### config.mk
export PLATFORM = sky130hd
export DESIGN_NAME = acc_core
export DESIGN_NICKNAME = d
export VERILOG_FILES = /design/src/rtl/acc_core.sv
export SDC_FILE = /design/constraint.sdc
export NUM_CORES = 1
export LEC_CHECK = 0
export CAP_MARGIN = 20
export CORE_MARGIN = 5
export CORE_UTILIZATION = 38
export CTS_CLUSTER_DIAMETER = 60
export DETAILED_ROUTE_END_ITERATION = 12
export DONT_BUFFER_PORTS = 1
export GPL_ROUTABILITY_DRIVEN = 0
export PLACE_DENSITY = 0.58
export SLEW_MARGIN = 15
export SYNTH_ARGS = -nofsm -noshare
export SYNTH_HDL_FRONTEND = slang
export SYNTH_SLANG_ARGS = --single-unit
### constraint.sdc
create_clock -name clk -period 3.1 [get_ports clk]
set_clock_uncertainty 0.1 [all_clocks]
set_input_delay 0.155 -clock clk [delete_from_list [all_inputs] [get_ports clk]]
set_output_delay 0.155 -clock clk [all_outputs]
set_load 0.1 [all_outputs]
### src/rtl/acc_core.sv
// Registered accumulator: load a+b or accumulate y+a, with sticky overflow and a saturating term count.
// Optional macro ACC_SAT_EN clamps y to all-ones on any carry instead of wrapping.
module acc_core #(
  parameter int WIDTH = 32,
  parameter int CNT_W = 8
) (
  input  logic             clk,
  input  logic             rst_n,
  input  logic [WIDTH-1:0] a,
  input  logic [WIDTH-1:0] b,
  input  logic             acc,
  input  logic             acc_en_n,
  output logic [WIDTH-1:0] y,
  output logic             ovf,
  output logic [CNT_W-1:0] cnt
);

  typedef enum logic {EMPTY = 1'b0, LOADED = 1'b1} state_t;

  localparam logic [CNT_W-1:0] CNT_MAX = '1;
  localparam logic [CNT_W-1:0] CNT_ONE = CNT_W'(1);
  localparam logic [CNT_W-1:0] CNT_TWO = CNT_W'(2);

  state_t           state_reg, state_next;
  logic [WIDTH-1:0] y_reg, y_next;
  logic             ovf_reg, ovf_next;
  logic [CNT_W-1:0] cnt_reg, cnt_next;

  logic [WIDTH-1:0] addend2;
  logic [WIDTH:0]   sum;
  logic             carry;
  logic [WIDTH-1:0] result;

  // b is only selected on a load, so an X on b cannot leak into an accumulate.
  assign addend2 = acc ? ((state_reg == LOADED) ? y_reg : '0) : b;
  assign sum     = {1'b0, a} + {1'b0, addend2};
  assign carry   = sum[WIDTH];

`ifdef ACC_SAT_EN
  genvar gi;
  generate
    for (gi = 0; gi < WIDTH; gi++) begin : g_sat
      assign result[gi] = sum[gi] | carry;
    end
  endgenerate
`else
  assign result = sum[WIDTH-1:0];
`endif

  always_comb begin
    state_next = state_reg;
    y_next     = y_reg;
    ovf_next   = ovf_reg;
    cnt_next   = cnt_reg;
    if (!acc_en_n) begin
      state_next = LOADED;
      y_next     = result;
      case (state_reg)
        EMPTY: begin
          if (acc) begin
            ovf_next = 1'b0;
            cnt_next = CNT_ONE;
          end else begin
            ovf_next = carry;
            cnt_next = CNT_TWO;
          end
        end
        LOADED: begin
          if (acc) begin
            ovf_next = ovf_reg | carry;
            cnt_next = (cnt_reg == CNT_MAX) ? CNT_MAX : cnt_reg + CNT_ONE;
          end else begin
            ovf_next = carry;
            cnt_next = CNT_TWO;
          end
        end
        default: begin
          state_next = EMPTY;
        end
      endcase
    end
  end

  always_ff @(posedge clk or negedge rst_n) begin
    if (!rst_n) begin
      state_reg <= EMPTY;
      y_reg     <= '0;
      ovf_reg   <= 1'b0;
      cnt_reg   <= '0;
    end else begin
      state_reg <= state_next;
      y_reg     <= y_next;
      ovf_reg   <= ovf_next;
      cnt_reg   <= cnt_next;
    end
  end

  assign y   = y_reg;
  assign ovf = ovf_reg;
  assign cnt = cnt_reg;

endmodule
# After elaboration in Yosys (flattened, before gate mapping)
# Index checks and enable logic that the tools add are counted.
totals:
  rom_bits: 0
  mem_count: 0
  ramBits: 0
  latchBits: 0
  register_bits: 42
  input_bits: 68
op_classes:
  order_cmp: 0
  multipliers: 0
  n_div: 0
  n_mux: 9
  eq_ne: 1
  bitwise: 2
  n_reduce_logical: 0
  n_addsub: 2
  n_shift: 0
op_table:
  columns: ["cell", "n"]
  rows:
  - ["32-bit 2-to-1 mux", 2]
  - ["32-bit by 32-bit adder with 33-bit output", 1]
  - ["8-bit 2-to-1 mux", 2]
  - ["8-bit case mux with 2 select lines", 1]
  - ["8-bit by 1-bit adder with 8-bit output (second input constant)", 1]
  - ["8-bit == test (second input constant)", 1]
  - ["1-bit 2-to-1 mux", 2]
  - ["2-bit 2-to-1 mux", 1]
  - ["1-bit case mux with 2 select lines", 1]
  - ["1-bit NOT", 1]
  - ["1-bit bitwise OR", 1]

# Longest topological paths before layout
# Gate-level depths: netlist of the first run.
depth:
  word_depth: 6
  mapped_depth: 16
  mapped_depth_nobuf: 13

# Worst setup path after synthesis of the first run
# Ideal clock, no wire load.
synth_path:
  kind: "input-to-reg"
  startpoint: "input port acc"
  endpoint: "register ovf_reg (netlist: ovf)"
  required_ns: 2.924
  arrival_ns: 3.280
  cell_stages: 16
  setup_slack_ns: -0.356
  path_cell_list: "clkbuf_1 and2_1 clkbuf_1 clkbuf_1 nand2_1 o21ai_0 ha_1 inv_1 fa_1 and2b_1 o2111ai_1 a31oi_2 a31oi_4 o31a_1 o31a_1 o21ai_1"
synth_between:
  elab_chain_cells: 5
  elab_cells_between_ends: 6
  cone_classes: "1 x add/sub; 4 x mux; 1 x bitwise"
synth_rtl:
  columns: ["item", "line", "text"]
  rows:
  - ["start, declared", "11", "input logic acc,"]
  - ["32-bit 2-to-1 mux", "35", "assign addend2 = acc ? ((state_reg == LOADED) ? y_reg : '0) : b;"]
  - ["32-bit by 32-bit adder with 33-bit output", "36", "assign sum = {1'b0, a} + {1'b0, addend2};"]
  - ["1-bit bitwise OR", "70", "ovf_next = ovf_reg | carry;"]
  - ["1-bit 2-to-1 mux", "69", "if (acc) begin"]
  - ["1-bit case mux with 2 select lines *", "58", "case (state_reg)"]
  - ["end signal, assigned", "93", "ovf_reg <= ovf_next;"]
  - ["end, declared", "26", "logic ovf_reg, ovf_next;"]
# Mark *: on every way between the ends. The rest lies on a longest branch, timed or not.
# A chain may end at the register's enable or synchronous reset.

# Worst setup path in the final report of the first run
layout_path:
  startpoint: "register state_reg"
  endpoint: "register y_reg[24] (netlist: y[24])"
layout_between:
  elab_chain_cells: 3
layout_rtl:
  columns: ["item", "line", "text"]
  rows:
  - ["start, declared", "24", "state_t state_reg, state_next;"]
  - ["start signal, assigned", "91", "state_reg <= state_next;"]
  - ["32-bit 2-to-1 mux (2 in a row)", "35", null]
  - ["32-bit by 32-bit adder with 33-bit output", "36", null]
  - ["end signal, assigned", "92", "y_reg <= y_next;"]
  - ["end, declared", "25", "logic [WIDTH-1:0] y_reg, y_next;"]
# Every way passes these cells.

==> impl_metrics.env, run 1 <==
export IMPL_final_cell_mix="85 x nand2_1, 78 x buf_4, 70 x o21ai_0"
export IMPL_path_class="reg2reg"
export IMPL_slew_headroom_pct=36.3
export IMPL_insertion_delay_ns=0.31
export IMPL_clockBufferDepth=2
export IMPL_cp_end_kind="register"
export IMPL_largest_reg_flops=32
export IMPL_grt_pass1_wl_mm=19.8
export IMPL_slew_viol_final=0
export IMPL_drive_gt1_share_pct=20.3
export IMPL_period_share_pct=97.3
export IMPL_drcViolationCount=0
export IMPL_hold_path_class="in2reg"
export IMPL_vdd_ir_drop_worst_uv=428
export IMPL_fin_tns_setup_ns=0
export IMPL_cts_buffers=5
export IMPL_ys_warn_count=0
export IMPL_power_switching_w=0.00258
export IMPL_cp_cell_sequence="and2_4 > nand2_1 > o21ai_1 > ha_2 > inv_2 > fa_2 > and2b_1 > o2111ai_2 > a31oi_4 > a31oi_4 > o31a_1 > xor2_1 > o21ai_0"
export IMPL_wl_per_cell_microns=16.8
export IMPL_synth_top_flop_cell="dfrtp_1"
export IMPL_drtPass1Iterations=4
export IMPL_clockPowerShare_pct=10.3
export IMPL_overflow=0
export IMPL_postRouteAntennaNets=0
export IMPL_muxShareOfSynthArea_pct=2.00
export IMPL_viasPerCell=5.48
export IMPL_yosys_area_top_type="dfrtp_1"
export IMPL_start_util_pct=38.3
export IMPL_clk_pin_slew_worst_paths_ns=0.10
export IMPL_cp_slowest_cell="dfrtp_1"
export IMPL_grt_max_degree=59
export IMPL_power_density_nw_per_um2=926
export IMPL_area_growth_pct=22.8
export IMPL_drv_cap=0
export IMPL_grt_usage_pct=19.2
export IMPL_die_h_microns=111
export IMPL_syn_area_sq_um=3880
export IMPL_hold_violations=0
export IMPL_fillers=999
export IMPL_synth_edf_count=0
export IMPL_cts_tree="built"
export IMPL_core_sq_um=10100
export IMPL_synth_fa_ha_area_share_pct=11.1
export IMPL_std_cell_rows=37
export IMPL_antenna_found_initial=0
export IMPL_min_period_ns=3.02
export IMPL_power_w=0.00442
export IMPL_die_w_microns=111
export IMPL_max_freq_mhz=332
export IMPL_synth_xor_area_share_pct=5.19
export IMPL_cp_data_required_time_ns=3.19
export IMPL_synth_compound_area_share_pct=28.6
export IMPL_clockRootBuffer="clkbuf_8"
export IMPL_status="finished, final reports clean"
export IMPL_p_comb_share_pct=71.0
export IMPL_fin_nets=683
export IMPL_fin_ws_ns=0.0850
export IMPL_arrival_ns=3.10
export IMPL_rsz0062_at_grt="yes"
export IMPL_cts_sinks=42
export IMPL_post_place_ws_ns=-0.0168
export IMPL_first_global_vias=3914
export IMPL_synth_top_area_share_pct=27.1
export IMPL_seq_area_frac_synth_pct=27.1
export IMPL_drt_iter0_drc=206
export IMPL_n_antenna_cell=0
export IMPL_avgSynthCellArea_sq_um=7.44
export IMPL_syn_instance_count=522
export IMPL_utilization_pct=47.1
export IMPL_synth_distinct_cells=53
export IMPL_setup_violations_final=0
export IMPL_p_leak_nw=2.26
export IMPL_crit_path_max_fanout=7
export IMPL_synth_top_cells_by_area="dfrtp_1 27%, ha_1 11%, o21ai_0 9.4%"
export IMPL_internal_power_w=0.00183
export IMPL_synthSimpleGateAreaFrac_pct=18.9
export IMPL_final_common_cell="nand2_1"
export IMPL_pwr_share_seq_pct=18.7
export IMPL_ys_async_sr_fraction_pct=100
export IMPL_vias=3937
export IMPL_dieArea_sq_um=12300
export IMPL_numPortBuffers=0
export IMPL_dp_hpwl_mm=9.02
export IMPL_drt_total_wl_mm=12.1
export IMPL_holdPathStages=2
export IMPL_reg2reg_depth=13
export IMPL_htree_num_levels=2
export IMPL_synth_nets=624
export IMPL_worstMarginPinSlew_ns=0.956
export IMPL_startpoint_type="register"
export IMPL_synth_seq_cells=42
export IMPL_io_pins=109
export IMPL_synth_top_family_by_area="compound AO/OA/AOI/OAI gates"
export IMPL_netSwitchingFraction_pct=58.5
export IMPL_critical_path_max_stage_delay_ns=0.36
export IMPL_crit_top_cell="a31oi_4"
routing by layer:
layer  GRT usage [%]  share of wire, %
met5               0                 0
met2            31.7                46
met1            25.2                46
met3            4.09               5.7
met4            6.24               2.4
worst max-delay path: cells and delay by family, from the launching register on:
kind	cells	cell delay (ns)
DFF	1	0.36
AOI/OAI and AO/OA	6	1.13
xor gates and xnor gates	1	0.20
adders and majority gates	2	0.57
buffers and inverters	1	0.05
and+or+nand+nor	3	0.47
power groups by stage:
stage | logic (W) | registers [W] | clock network, W
after CTS | 0.00309 | 0.000825 | 0.000474
after detailed placement | 0.00304 | 0.000835 | 0
after global routing | 0.00333 | 0.000846 | 0.000501
final | 0.00314 | 0.000825 | 0.000456
after global placement | 0.00302 | 0.000832 | 0
after floorplan | 0.00102 | 0.00216 | 0
through the flow:
step | cells | hold slack [ns] | instance area, sq um
after floorplan | 522 | -0.241 | 3930
after global placement | 699 | -0.238 | 4490
after detailed placement | 699 | -0.238 | 4490
after CTS | 711 | 0.00927 | 4680
after global routing | 718 | 0.0284 | 4770
final | 718 | 0.0203 | 4770
cell usage after synthesis (all sizes together) (2+ instances only):
master   n
ha      33
o22ai    3
o21bai   3
nand4    9
o31a     2
xor2    12
nor4     3
mux2     6
nor2b    2
a21oi   44
o31ai    2
nand3b   2
inv     43
dfrtp   42
and3     7
xnor2   11
o21ai   78
buf      6
o221ai   2
a211oi   3
o211ai   4
nand3   19
clkbuf  24
nor2    16
and2     5
nand2b   4
o21a     5
a31oi   12
a221o    2
nor3     5
nand2   85
a21o    13
a41oi    4
final timing paths:
path,slack [ns],end,startpoint
setup / recovery,0.08,y[24]$_DFFE_PN0N_,state_reg$_DFFE_PN0N_
hold / removal,0.02,y[27]$_DFFE_PN0N_,acc_en_n
setup reg to reg,0.08,y[24]$_DFFE_PN0N_,state_reg$_DFFE_PN0N_
hold reg to reg,0.45,cnt[7]$_DFFE_PN0N_,cnt[7]$_DFFE_PN0N_
max in group asynchronous,2.44,y[23]$_DFFE_PN0N_,rst_n
min in group asynchronous,0.25,y[2]$_DFFE_PN0N_,rst_n
kinds of logic (layout without fill, tap and decap cells):
group                      count (synthesis)  in the layout
AOI/OAI and AO/OA                        182            182
xor gates and xnor gates                  23             23
adders and majority gates                 34             34
buffers and inverters                     73            133
DFF                                       42             42
muxes                                      7              7
and+or+nand+nor                          161            161
layout make-up:
class / instances / area (sq um) / share of cell area [%]
Multi-Input combinational cell: 407 / 2620 / 55.0
Sequential cell: 42 / 1050 / 22.1
Timing Repair Buffer: 82 / 653 / 13.7
Tap cell: 136 / 170 / 3.57
Inverter: 43 / 161 / 3.38
Clock buffer: 5 / 68.8 / 1.44
Clock inverter: 3 / 40.0 / 0.839
what timing repair did:
action / 4_1_cts / 5_1_grt
endpoints found under the setup margin: 4 / 14
setup buffers: 0 / 7
resized for setup: 2 / 14
endpoints found under the hold margin: 76 / 0
hold buffers: 4 / 0
pin swaps: 0 / 13
Power figures use the tool's default switching activity.
==> run 2, diff against run 1 <==
--- a/config.mk
+++ b/config.mk
@@ -5,6 +5,7 @@
 export SDC_FILE = /design/constraint.sdc
 export NUM_CORES = 1
 export LEC_CHECK = 0
+export ABC_AREA = 1
 export CAP_MARGIN = 20
 export CORE_MARGIN = 5
 export CORE_UTILIZATION = 38
==> constraint.sdc (replaced) <==
create_clock -name clk -period 2.7 [get_ports clk]
set_clock_uncertainty 0.1 [all_clocks]
set_input_delay 0.135 -clock clk [delete_from_list [all_inputs] [get_ports clk]]
set_output_delay 0.135 -clock clk [all_outputs]
set_load 0.1 [all_outputs]
==> run 2 against run 1 <==
Against the previous run:
- core utilization down 2.1 points
- combinational power down 7.3%
- total power up 0.38%
- synthesized area up 20%
- setup slack better by 0.11 ns
- count of clock-buffer cells in the layout unchanged
- clock power up 46%
- sequential share of layout area down 2.6 points
==> impl_metrics.env, run 2 <==
export IMPL_final_area_sq_um=5400
export IMPL_ys_warn_count=0
export IMPL_clockBufferDepth=2
export IMPL_grt_max_degree=43
export IMPL_worstMarginPinSlew_ns=0.801
export IMPL_io_pins=109
export IMPL_vias=4780
export IMPL_crit_top_cell="nand2_1"
export IMPL_worstSetupStartpoint="state_reg$_DFFE_PN0N_"
export IMPL_dp_hpwl_mm=12.2
export IMPL_hold_violations=0
export IMPL_grt_usage_pct=21.0
export IMPL_htree_num_levels=2
export IMPL_synthSimpleGateAreaFrac_pct=40.4
export IMPL_synth_seq_cells=42
export IMPL_critical_path_max_stage_delay_ns=0.38
export IMPL_grt_pass1_wl_mm=24.3
export IMPL_synth_edf_count=0
export IMPL_synth_fa_ha_area_share_pct=9.29
export IMPL_syn_area_sq_um=4660
export IMPL_synth_top_cells_by_area="nand2_1 24%, dfrtp_1 23%, inv_1 12%"
export IMPL_synth_compound_area_share_pct=12.2
export IMPL_setup_violations_final=0
export IMPL_avgSynthCellArea_sq_um=5.94
export IMPL_syn_instance_count=785
export IMPL_status="finished, final reports clean"
export IMPL_n_antenna_cell=0
export IMPL_reg2reg_from="state_reg$_DFFE_PN0N_"
export IMPL_largest_reg_flops=32
export IMPL_synth_top_family_by_area="simple AND/OR/NAND/NOR gates"
export IMPL_synth_xor_area_share_pct=1.13
export IMPL_drive_gt1_share_pct=14.5
export IMPL_postRouteAntennaNets=0
export IMPL_seq_area_frac_synth_pct=22.6
export IMPL_arrival_ns=2.60
export IMPL_wl_per_cell_microns=15.2
export IMPL_clockRootBuffer="clkbuf_16"
export IMPL_first_global_vias=4835
export IMPL_die_w_microns=121
export IMPL_clk_pin_slew_worst_paths_ns=0.08
export IMPL_fin_tns_setup_ns=0
export IMPL_crit_path_max_fanout=13
export IMPL_drcViolationCount=0
export IMPL_slew_viol_final=0
export IMPL_antenna_found_initial=0
export IMPL_slew_headroom_pct=46.5
export IMPL_fin_nets=937
export IMPL_final_common_cell="nand2_1"
export IMPL_yosysMostFrequentCell="nand2_1"
export IMPL_yosys_area_top_type="nand2_1"
export IMPL_dieArea_sq_um=14600
export IMPL_min_period_ns=2.50
export IMPL_p_leak_nw=3.13
export IMPL_power_density_nw_per_um2=821
export IMPL_rsz0062_at_grt="no"
export IMPL_viasPerCell=4.86
export IMPL_cts_buffers=5
export IMPL_overflow=0
export IMPL_post_cts_buffers=0
export IMPL_ys_async_sr_fraction_pct=100
export IMPL_insertion_delay_ns=0.30
export IMPL_synth_nets=887
export IMPL_muxShareOfSynthArea_pct=0
export IMPL_die_h_microns=121
export IMPL_period_share_pct=92.8
export IMPL_min_from="acc_en_n"
export IMPL_numPortBuffers=0
export IMPL_synthTopCellsByCount="292 x nand2_1, 149 x inv_1, 46 x nand3_1"
export IMPL_hold_path_class="in2reg"
export IMPL_path_class="reg2reg"
export IMPL_drt_total_wl_mm=14.9
export IMPL_cp_data_required_time_ns=2.80
export IMPL_std_cell_rows=40
export IMPL_area_growth_pct=15.9
export IMPL_synth_top_flop_cell="dfrtp_1"
export IMPL_utilization_pct=45.0
export IMPL_final_cell_mix="292 x nand2_1, 149 x inv_1, 50 x buf_4"
export IMPL_cp_cell_sequence="nand2_1 > inv_1 > buf_4 > a22o_1 > ha_1 > nand2_1 > nor2_2 > inv_1 > nor2_2 > and2_1 > nand2_2 > nand2_1 > nand2_1 > nand3_1 > nand2_1"
export IMPL_cts_tree="built"
export IMPL_drtPass1Iterations=5
export IMPL_fillers=1321
export IMPL_max_freq_mhz=399
export IMPL_cp_slowest_cell="dfrtp_1"
export IMPL_drv_cap=0
export IMPL_vdd_ir_drop_worst_uv=512
export IMPL_cp_end_kind="register"
export IMPL_cts_sinks=42
export IMPL_start_util_pct=38.8
export IMPL_drt_iter0_drc=281
export IMPL_synth_top_area_share_pct=23.5
export IMPL_whs_ns=0.0208
export IMPL_postPlaceCellArea_sq_um=5140
export IMPL_startpoint_type="register"
export IMPL_synth_distinct_cells=37
export IMPL_core_sq_um=12000
run 2: worst max-delay path: cells and delay by family (launching register included):
family,cells,cell delay (ns)
compound gates,1,0.19
simple gates,10,1.00
flops,1,0.38
fa+ha+maj,1,0.37
buf+inv,3,0.34
run 2: stage by stage:
stage	std cells	power (W)	worst slack [ns]
floorplan	785	0.00312	0.00312
global placement	968	0.00373	0.107
detailed placement	968	0.00373	0.122
CTS	983	0.00445	0.0893
global route	983	0.00475	0.000860
finish	983	0.00443	0.195
run 2: cell families after synthesis:
kind of cell             after synthesis
buffers and inverters                173
XOR/XNOR                               6
AND/OR/NAND/NOR                      435
flip-flops                            42
AO/OA/AOI/OAI                         95
adder cells (fa/ha/maj)               34
run 2: layout make-up:
| cell class | instances | area [sq um] | area share, % |
|---|---|---|---|
| multi-input combinational | 570 | 2950 | 54.5 |
| sequential | 42 | 1050 | 19.5 |
| inverter | 159 | 597 | 11.0 |
| timing repair buffer | 57 | 473 | 8.76 |
| tap | 147 | 184 | 3.41 |
| clock buffer | 5 | 125 | 2.32 |
| clock inverter | 3 | 26.3 | 0.486 |
run 2: per-layer routing:
| metal | GRT usage [%] | vias to the layer above | part of all wire, % |
|---|---|---|---|
| met2 | 33.2 | 129 | 44 |
| met3 | 6.78 | 23 | 8.4 |
| met4 | 5.45 | 0 | 1.8 |
| met5 | 0 | - | 0 |
| li1 | - | 2530 | - |
| met1 | 27.8 | 2098 | 46 |
run 2: timing repair:
| action | 4_1_cts | 5_1_grt |
|---|---|---|
| setup endpoints to repair | 0 | 4 |
| hold buffers | 7 | 0 |
| gates resized for setup | 0 | 3 |
| endpoints found under the hold margin | 69 | 0 |
run 2: path summary, 6_finish.rpt:
path	endpoint	slack, ns	cells after the start
worst max register to register	y[28]$_DFFE_PN0N_	0.20	15
worst min-delay path	y[15]$_DFFE_PN0N_	0.02	2
min in group asynchronous	y[8]$_DFFE_PN0N_	0.23	2
max in group asynchronous	y[17]$_DFFE_PN0N_	2.03	2
worst min register to register	y[14]$_DFFE_PN0N_	0.44	2
worst max-delay path	y[28]$_DFFE_PN0N_	0.20	15
run 2: where the power goes:
group | switching (W) | leakage, nW | total (W) | internal (W)
registers | 0.0000839 | 0.512 | 0.000861 | 0.000777
clock network | 0.000312 | 0.0752 | 0.000666 | 0.000354
logic | 0.00218 | 2.54 | 0.00291 | 0.000723
total | 0.00258 | 3.13 | 0.00443 | 0.00185
